**src/rtl/seq_divider.sv**
```systemverilog
// Sequential restoring divider: n-cycle shift/subtract loop, registered Q/R, done pulse.
// Optional macro DIVZERO_CHECK_EN adds a short-circuit divide-by-zero path and the div_zero port.
module seq_divider #(
    parameter int n = 8
) (
    input  logic         clk,
    input  logic         rst_n,
    input  logic         start,
    input  logic [n-1:0] A,
    input  logic [n-1:0] B,
    output logic [n-1:0] Q,
    output logic [n-1:0] R,
    output logic         busy,
    output logic         done,
`ifdef DIVZERO_CHECK_EN
    output logic         div_zero,
`endif
    output logic [1:0]   o_state
);

    localparam logic [1:0] S_IDLE = 2'd0;
    localparam logic [1:0] S_CALC = 2'd1;
    localparam logic [1:0] S_DONE = 2'd2;
    localparam int CW = $clog2(n);

    // Handshake: a request is taken on a rising edge where start=1 and the
    // FSM is IDLE; busy covers CALC and DONE, done pulses once the next cycle.
    logic [1:0]    r_state;
    logic [n-1:0]  r_dvd;
    logic [n-1:0]  r_dvsr;
    logic [n-1:0]  r_rem;
    logic [CW-1:0] r_cnt;
    logic [n-1:0]  r_q;
    logic [n-1:0]  r_r;
    logic          r_done;
`ifdef DIVZERO_CHECK_EN
    logic          r_dz;
`endif

    // The remainder stays below the divisor, so it fits n bits; only the
    // shifted value and the trial subtraction need the extra bit.
    logic [n:0]    w_shift;
    logic [n:0]    w_trial;

    assign w_shift = {r_rem, r_dvd[n-1]};
    assign w_trial = w_shift - {1'b0, r_dvsr};

    always_ff @(posedge clk or negedge rst_n) begin
        if (!rst_n) begin
            r_state <= S_IDLE;
            r_dvd   <= '0;
            r_dvsr  <= '0;
            r_rem   <= '0;
            r_cnt   <= '0;
            r_q     <= '0;
            r_r     <= '0;
            r_done  <= 1'b0;
`ifdef DIVZERO_CHECK_EN
            r_dz    <= 1'b0;
`endif
        end else begin
            r_done <= 1'b0;
            case (r_state)
                S_IDLE: begin
                    if (start) begin
                        r_dvd  <= A;
                        r_dvsr <= B;
                        r_rem  <= '0;
                        r_cnt  <= CW'(n - 1);
`ifdef DIVZERO_CHECK_EN
                        r_dz   <= (B == '0);
                        if (B == '0) begin
                            r_dvd   <= '1;
                            r_rem   <= A;
                            r_state <= S_DONE;
                        end else begin
                            r_state <= S_CALC;
                        end
`else
                        r_state <= S_CALC;
`endif
                    end
                end
                S_CALC: begin
                    if (!w_trial[n]) begin
                        r_rem <= w_trial[n-1:0];
                        r_dvd <= {r_dvd[n-2:0], 1'b1};
                    end else begin
                        r_rem <= w_shift[n-1:0];
                        r_dvd <= {r_dvd[n-2:0], 1'b0};
                    end
                    r_cnt <= r_cnt - CW'(1);
                    if (r_cnt == '0) begin
                        r_state <= S_DONE;
                    end
                end
                S_DONE: begin
                    r_q     <= r_dvd;
                    r_r     <= r_rem;
                    r_done  <= 1'b1;
                    r_state <= S_IDLE;
                end
                default: r_state <= S_IDLE;
            endcase
        end
    end

    assign Q       = r_q;
    assign R       = r_r;
    assign done    = r_done;
    assign busy    = (r_state == S_CALC) || (r_state == S_DONE);
    assign o_state = r_state;
`ifdef DIVZERO_CHECK_EN
    assign div_zero = r_dz;
`endif

endmodule
```
**config.mk**
```make
export PLATFORM = sky130hd
export DESIGN_NAME = seq_divider
export DESIGN_NICKNAME = d
export VERILOG_FILES = /design/src/rtl/seq_divider.sv
export SDC_FILE = /design/constraint.sdc
export NUM_CORES = 1
export LEC_CHECK = 0
export CAP_MARGIN = 20
export CORE_ASPECT_RATIO = 0.8
export CORE_UTILIZATION = 40
export DETAILED_ROUTE_END_ITERATION = 8
export PLACE_DENSITY = 0.61
export SETUP_SLACK_MARGIN = 0.4
export SYNTH_ARGS = -nofsm -noshare
export SYNTH_HDL_FRONTEND = slang
export SYNTH_SLANG_ARGS = --single-unit
```
**constraint.sdc**
```tcl
create_clock -name clk -period 2 [get_ports clk]
set_input_delay 0.5 -clock clk [delete_from_list [all_inputs] [get_ports clk]]
set_output_delay 0.5 -clock clk [all_outputs]
set_load 0.1 [all_outputs]
```
==> results of run 1 <==
-- sequential cells by signal, indices dropped and copies added, names as in the netlist --
register / count
r_dvd: 8
r_rem: 8
done: 1
R: 8
Q: 8
r_dvsr: 8
r_cnt: 3
o_state: 2
-- metal layers --
metal	track usage, %	share of wire, %	wire, µm
met5	0	0	0
met4	5.464	0.86	44
met3	3.546	2.6	135
met2	27.08	46	2351
met1	27.56	50	2571
-- critical path, cell delays in order, from the launching register on --
cell,delay (ns)
dfrtp_1,0.35
inv_1,0.04
ha_1,0.29
or4_4,0.50
o21ai_4,0.10
a31oi_4,0.05
buf_12,0.15
xnor2_4,0.27
mux2i_1,0.22
o21ai_1,0.08
-- worst paths after layout --
check	from	to	slack (ns)	cells past startpoint
worst max-delay path	r_dvsr[5]	r_rem[2]	-0.19	9
worst min-delay path	rst_n	r_rem[1]	0.13	1
worst max register to register	r_dvsr[5]	r_rem[2]	-0.19	9
worst min register to register	r_cnt[0]	r_cnt[0]	0.48	1
max in group asynchronous	rst_n	o_state[0]	1.27	2
min in group clk	r_cnt[0]	r_cnt[0]	0.48	1
-- through the flow --
step           hold slack (ns)  instance area [µm²]
2_1_floorplan           0.2044                 2457
3_5_place_dp            0.4584                 3217
4_1_cts                 0.1302                 3396
6_report                0.1285                 3532
5_1_grt                 0.1456                 3532
3_3_place_gp            0.4591                 3217
-- synth_stat cells, types with 2 or more instances --
| cell type | instances |
|---|---|
| ha_1 | 13 |
| nand2b_1 | 2 |
| inv_1 | 16 |
| o21ai_0 | 7 |
| buf_1 | 2 |
| o21ai_1 | 4 |
| a21oi_1 | 8 |
| clkbuf_1 | 4 |
| nand2_1 | 19 |
| a22oi_1 | 2 |
| xnor2_1 | 3 |
| mux2_2 | 24 |
| nor2b_1 | 2 |
| nand3_1 | 3 |
| o311ai_0 | 2 |
| nor2_1 | 4 |
| xor2_1 | 2 |
| o21a_1 | 3 |
| mux2i_1 | 14 |
| dfrtp_1 | 46 |
-- kinds of logic (layout without fill, tap and decap cells) --
family	Yosys count	after routing	synth area share, %
compound gates	37	37	10.96
xor+xnor	6	7	2.566
fa+ha+maj	14	14	7.804
buf+inv	23	104	4.009
flops	46	46	49.17
mux	38	38	17.53
simple gates	38	38	7.964
-- timing repair --
action,CTS,global route
setup buffers,7,5
pin swaps,3,4
resized for setup,3,15
setup endpoints to repair,10,20
cloned,1,0
-- layout make-up --
cell class | instances | area [µm²]
fillers | 447 | 2023
multi-input cells | 134 | 1231
flip-flops and latches | 46 | 1159
repair buffers | 80 | 888.4
well taps | 78 | 97.59
clock buffers | 7 | 86.33
inverters | 16 | 65.06
clock inverters | 1 | 5.005
==> metrics.md, run 1 <==
| Metric | Value |
|---|---|
| Fin crit share | `109.6%` |
| Initial DRC Count | `56` |
| Type of the worst min-delay path | `input port to async pin` |
| Final Net Count | `316` |
| DP Worst Slack | `-0.4189 ns` |
| Die H | `70.43 µm` |
| Post-synth ARST share | `100.0%` |
| Max_cap viols | `0` |
| Arr. time, crit path | `2.37 ns` |
| Flops & latches, synth | `46` |
| All-Layer GR Usage | `18.48%` |
| Area of the mapped netlist | `2341 µm²` |
| Die area | `6164 µm²` |
| Initial antenna violation count | `0` |
| Max Slew Vio Count | `0` |
| Cell variety after synth | `42` |
| Final setup fails | `9` |
| Worst-case clock skew | `~0.0090 ns` |
| Worst Path Required | `2.18 ns` |
| Grt total ovfl | `0` |
| Cells taking the most area after synthesis | `dfrtp_1 (49%), mux2_2 (12%), ha_1 (6.9%)` |
| Peak Freq | `456.3 MHz` |
| Dpl hpwl | `3604 µm` |
| Vias in the first global route | `1766` |
| Largest net degree at the start of global routing | `19` |
| DRC violations left | `0` |
| Final core utilization | `63.58%` |
| Area of the core | `around 5600 µm²` |
| IO buf count | `38` |
| Crit path max fanout | `6` |
| Syn-to-layout area delta | `50.88%` |
| Commonest non-fill, non-tap cell in the layout | `dfrtp_1` |
| Post-route ant nets | `0` |
| Tightest Pin Transition | `0.5277 ns` |
| Share of cells above drive strength 1 | `about two fifths` |
| Post-synth EDFFs | `0` |
| Leading cell types in the layout, fill and taps excluded | `dfrtp_1 (44), buf_4 (38), mux2_2 (24), nand2_1 (18), buf_12 (18)` |
| Period minus WS final | `2.192 ns` |
| Std-Cell Rows | `24` |
| Failing checks | `negative setup slack` |
| Worst setup path class | `flop to flop` |
| Setup TNS Final | `-1.523 ns` |
| Top_reg_cell synth | `dfrtp_1` |
| CTS root buf | `clkbuf_8` |
| Ports | `39` |
| Leading area contributor after synthesis | `dfrtp_1` |
| Non-filler instance count after layout | `362` |
| WL/cell | `around 14 µm` |
| Routed wire length | `5103 µm` |
| First-pass GRT wire length | `8659 µm` |
| Maximum root-to-sink buffer count | `2` |
| Final setup margin | `-0.1915 ns` |
| Routed vias | `roughly 1800` |
| CTS Buf Count | `5` |
| Post-Syn Nets | `235` |
| Final Hold Fails | `0` |
| Sequential cell area fraction in the yosys report | `49.17%` |
| Ant diodes | `0` |
| DRT Pass-1 Iters | `4` |
| Clock sink total | `46` |
| H-Tree Depth | `2` |
| Clock slew at reported path FFs | `0.09 ns` |
| Hold-fix buffers, CTS | `0` |
| Slew Limit Headroom | `64.82%` |
| Critical Path Sink Type | `flop` |
| Post-Syn Instances | `roughly 200` |
| Vias per Instance | `roughly 4.9` |
| Placed cells | `341` |
| Synth top area share | `49.17%` |
| Startpoint Class | `flop` |
| Die Wd | `87.53 µm` |
| CTS tree | `built` |
| Final GP Congestion | `around 0.80` |
| Clk_lat worst skew | `0.30 ns` |
| Syn_area_per_cell | `11.59 µm²` |
| Starting Density | `between 40% and 50%` |
| RSZ-0062 raised after global routing | `yes` |
| Yosys warns | `0` |
| Status | `finished, violations left` |
Power of run 1 is left out: the tool's default activity adds up to more than one toggle a clock period on the data nets, which glitch-free logic cannot reach.
==> inputs of run 2 (changes only) <==
--- a/config.mk
+++ b/config.mk
@@ -6,11 +6,13 @@
 export NUM_CORES = 1
 export LEC_CHECK = 0
 export CAP_MARGIN = 20
-export CORE_ASPECT_RATIO = 0.8
+export CORE_ASPECT_RATIO = 1.4
 export CORE_UTILIZATION = 40
 export DETAILED_ROUTE_END_ITERATION = 8
 export PLACE_DENSITY = 0.61
 export SETUP_SLACK_MARGIN = 0.4
+export SKIP_CTS_REPAIR_TIMING = 1
+export SKIP_LAST_GASP = 1
 export SYNTH_ARGS = -nofsm -noshare
 export SYNTH_HDL_FRONTEND = slang
 export SYNTH_SLANG_ARGS = --single-unit
==> run 2 against run 1 <==
Effect of this change:
- the run still ends with negative setup slack left
- hold slack worse by 0.0021 ns
- critical path depth down 1
- register-to-register slack worse by 0.03 ns
- clock skew down 0.0031 ns
- via count down 0.34%
- utilization down 1.6 points
- final cell count down 2.8%
- maximum frequency down 1.3%
- first-iteration DRC count up 95%
==> metrics.md, run 2 (same netlist as run 1, synthesis figures left out) <==
| Metric | Value |
|---|---|
| DRC violations left | `0 (unchanged)` |
| Slew Limit Headroom | `66.41% (+1.6 points)` |
| Largest net degree at the start of global routing | `31 (+12)` |
| Failing checks | `negative setup slack` |
| Syn-to-layout area delta | `47.35%` |
| DP Worst Slack | `-0.3644 ns (+0.05456 ns)` |
| WL/cell | `13.80 µm (-2.1%)` |
| Worst setup path class | `flop to flop` |
| Clk_lat worst skew | `0.30 ns (about the same)` |
| Clock sink total | `46 (unchanged)` |
| Worst Path Required | `2.19 ns (about the same)` |
| Final Hold Fails | `0 (unchanged)` |
| Status | `finished, violations left` |
| CTS root buf | `clkbuf_8` |
| Setup TNS Final | `-1.632 ns (-0.1090 ns)` |
| Placed cells | `334 (-2.1%)` |
| Dpl hpwl | `3612 µm (+0.21%)` |
| Fin Hold WS | `0.1264 ns (-0.002109 ns)` |
| Initial DRC Count | `109 (+95%)` |
| Area of the core | `5565 µm² (+0.18%)` |
| Std-Cell Rows | `32 (+33%)` |
| CTS tree | `built` |
| First-pass GRT wire length | `8128 µm (-6.1%)` |
| Maximum root-to-sink buffer count | `2 (unchanged)` |
| Post-route ant nets | `0 (unchanged)` |
| H-Tree Depth | `2 (unchanged)` |
| Area of the multi-input gates | `1194 µm² (-3.0%)` |
| Arr. time, crit path | `2.41 ns (+0.04 ns)` |
| Grt total ovfl | `0 (unchanged)` |
| Ports | `39 (unchanged)` |
| Tightest Pin Transition | `0.5038 ns (-0.02388 ns)` |
| Peak Freq | `450.3 MHz (-1.3%)` |
| Crit path launch | `r_rem[4]` |
| Critical Path Sink Type | `flop` |
| Fin crit share | `111.0% (+1.5 points)` |
| Worst-case clock skew | `0.005968 ns (-0.003062 ns)` |
| Final setup fails | `9 (unchanged)` |
| Die area | `6167 µm² (about the same)` |
| Routed vias | `1750 (-0.34%)` |
| CTS Buf Count | `5 (unchanged)` |
| Ant diodes | `0 (unchanged)` |
| RSZ-0062 raised after global routing | `yes` |
| Crit path max fanout | `6 (unchanged)` |
| Final setup margin | `-0.2210 ns (-0.02946 ns)` |
| Reg2Reg Setup Slack | `-0.22 ns (-0.03 ns)` |
| Max Slew Vio Count | `0 (unchanged)` |
| All-Layer GR Usage | `17.62% (-0.86 points)` |
| Commonest non-fill, non-tap cell in the layout | `dfrtp_1` |
| Max_cap viols | `0 (unchanged)` |
| Period minus WS final | `2.221 ns (+0.02946 ns)` |
| Routed wire length | `4858 µm (-4.8%)` |
| Vias per Instance | `4.972 (+2.5%)` |
| Non-filler instance count after layout | `352 (-2.8%)` |
| FF-to-FF Start | `r_rem[4]` |
| Vias in the first global route | `1800 (+1.9%)` |
| Share of cells above drive strength 1 | `40.49% (-1.1 points)` |
| Leading cell types in the layout, fill and taps excluded | `dfrtp_1 (44), buf_4 (43), mux2_2 (24), nand2_1 (18), clkdlybuf4s50_1 (17)` |
| Reg2reg end | `r_rem[4]` |
| Final Net Count | `316 (unchanged)` |
| Die H | `92.52 µm (+31%)` |
| Register area | `1159 µm² (unchanged)` |
| Die Wd | `66.66 µm (-24%)` |
| DRT Pass-1 Iters | `4 (unchanged)` |
| Final GP Congestion | `0.8712 (+8.2%)` |
| IO buf count | `38 (unchanged)` |
| Startpoint Class | `flop` |
| Number of fill cells in the layout | `452 (+1.1%)` |
| Type of the worst min-delay path | `input port to async pin` |
| Initial antenna violation count | `0 (unchanged)` |
| Clock slew at reported path FFs | `0.09 ns (about the same)` |
| R2R depth | `8 (-1)` |
| Starting Density | `42.06% (-0.076 points)` |
[run 2: how the worst max path moves through the flow]
stage / end / slack (ns) / cells past startpoint
after floorplan: r_rem[2] / -0.18 / 10
after global placement: r_dvd[0] / -0.30 / 7
after detailed placement: r_rem[4] / -0.36 / 7
after CTS: r_rem[4] / -0.38 / 7
after global routing: r_rem[3] / -0.34 / 10
final: r_rem[4] / -0.22 / 8
[run 2: through the flow]
step                util, %  instance area (µm²)
detailed placement    57.98                 3227
CTS                   59.69                 3322
floorplan                 -                 2457
global placement      57.98                 3227
finish                61.98                 3450
global route          61.98                 3450
[run 2: area by class of cell]
class                   count  area share [%]
multi-input cells         134           34.60
flip-flops and latches     46           33.59
repair buffers             80           24.70
well taps                  68           2.466
clock buffers               6           2.394
inverters                  16           1.886
clock inverters             2          0.3627
[run 2: routing by layer]
metal,global-route usage [%],wire [µm],part of all wire (%),up-vias
li1,-,-,-,870
met1,20.32,2044,42,841
met2,30.98,2576,53,32
met3,3.941,173,3.6,7
met4,6.383,63,1.3,0
met5,0,0,0,-
[run 2: critical path: stages, from the launching register on]
cell and delay [ns]:
dfrtp_1 0.42, ha_1 0.30, or4_4 0.54, o21ai_2 0.09, a31oi_4 0.06, buf_6 0.15, xnor2_4 0.25, mux2i_1 0.23
o21ai_1 0.08
Power of run 2 is left out for the same reason.
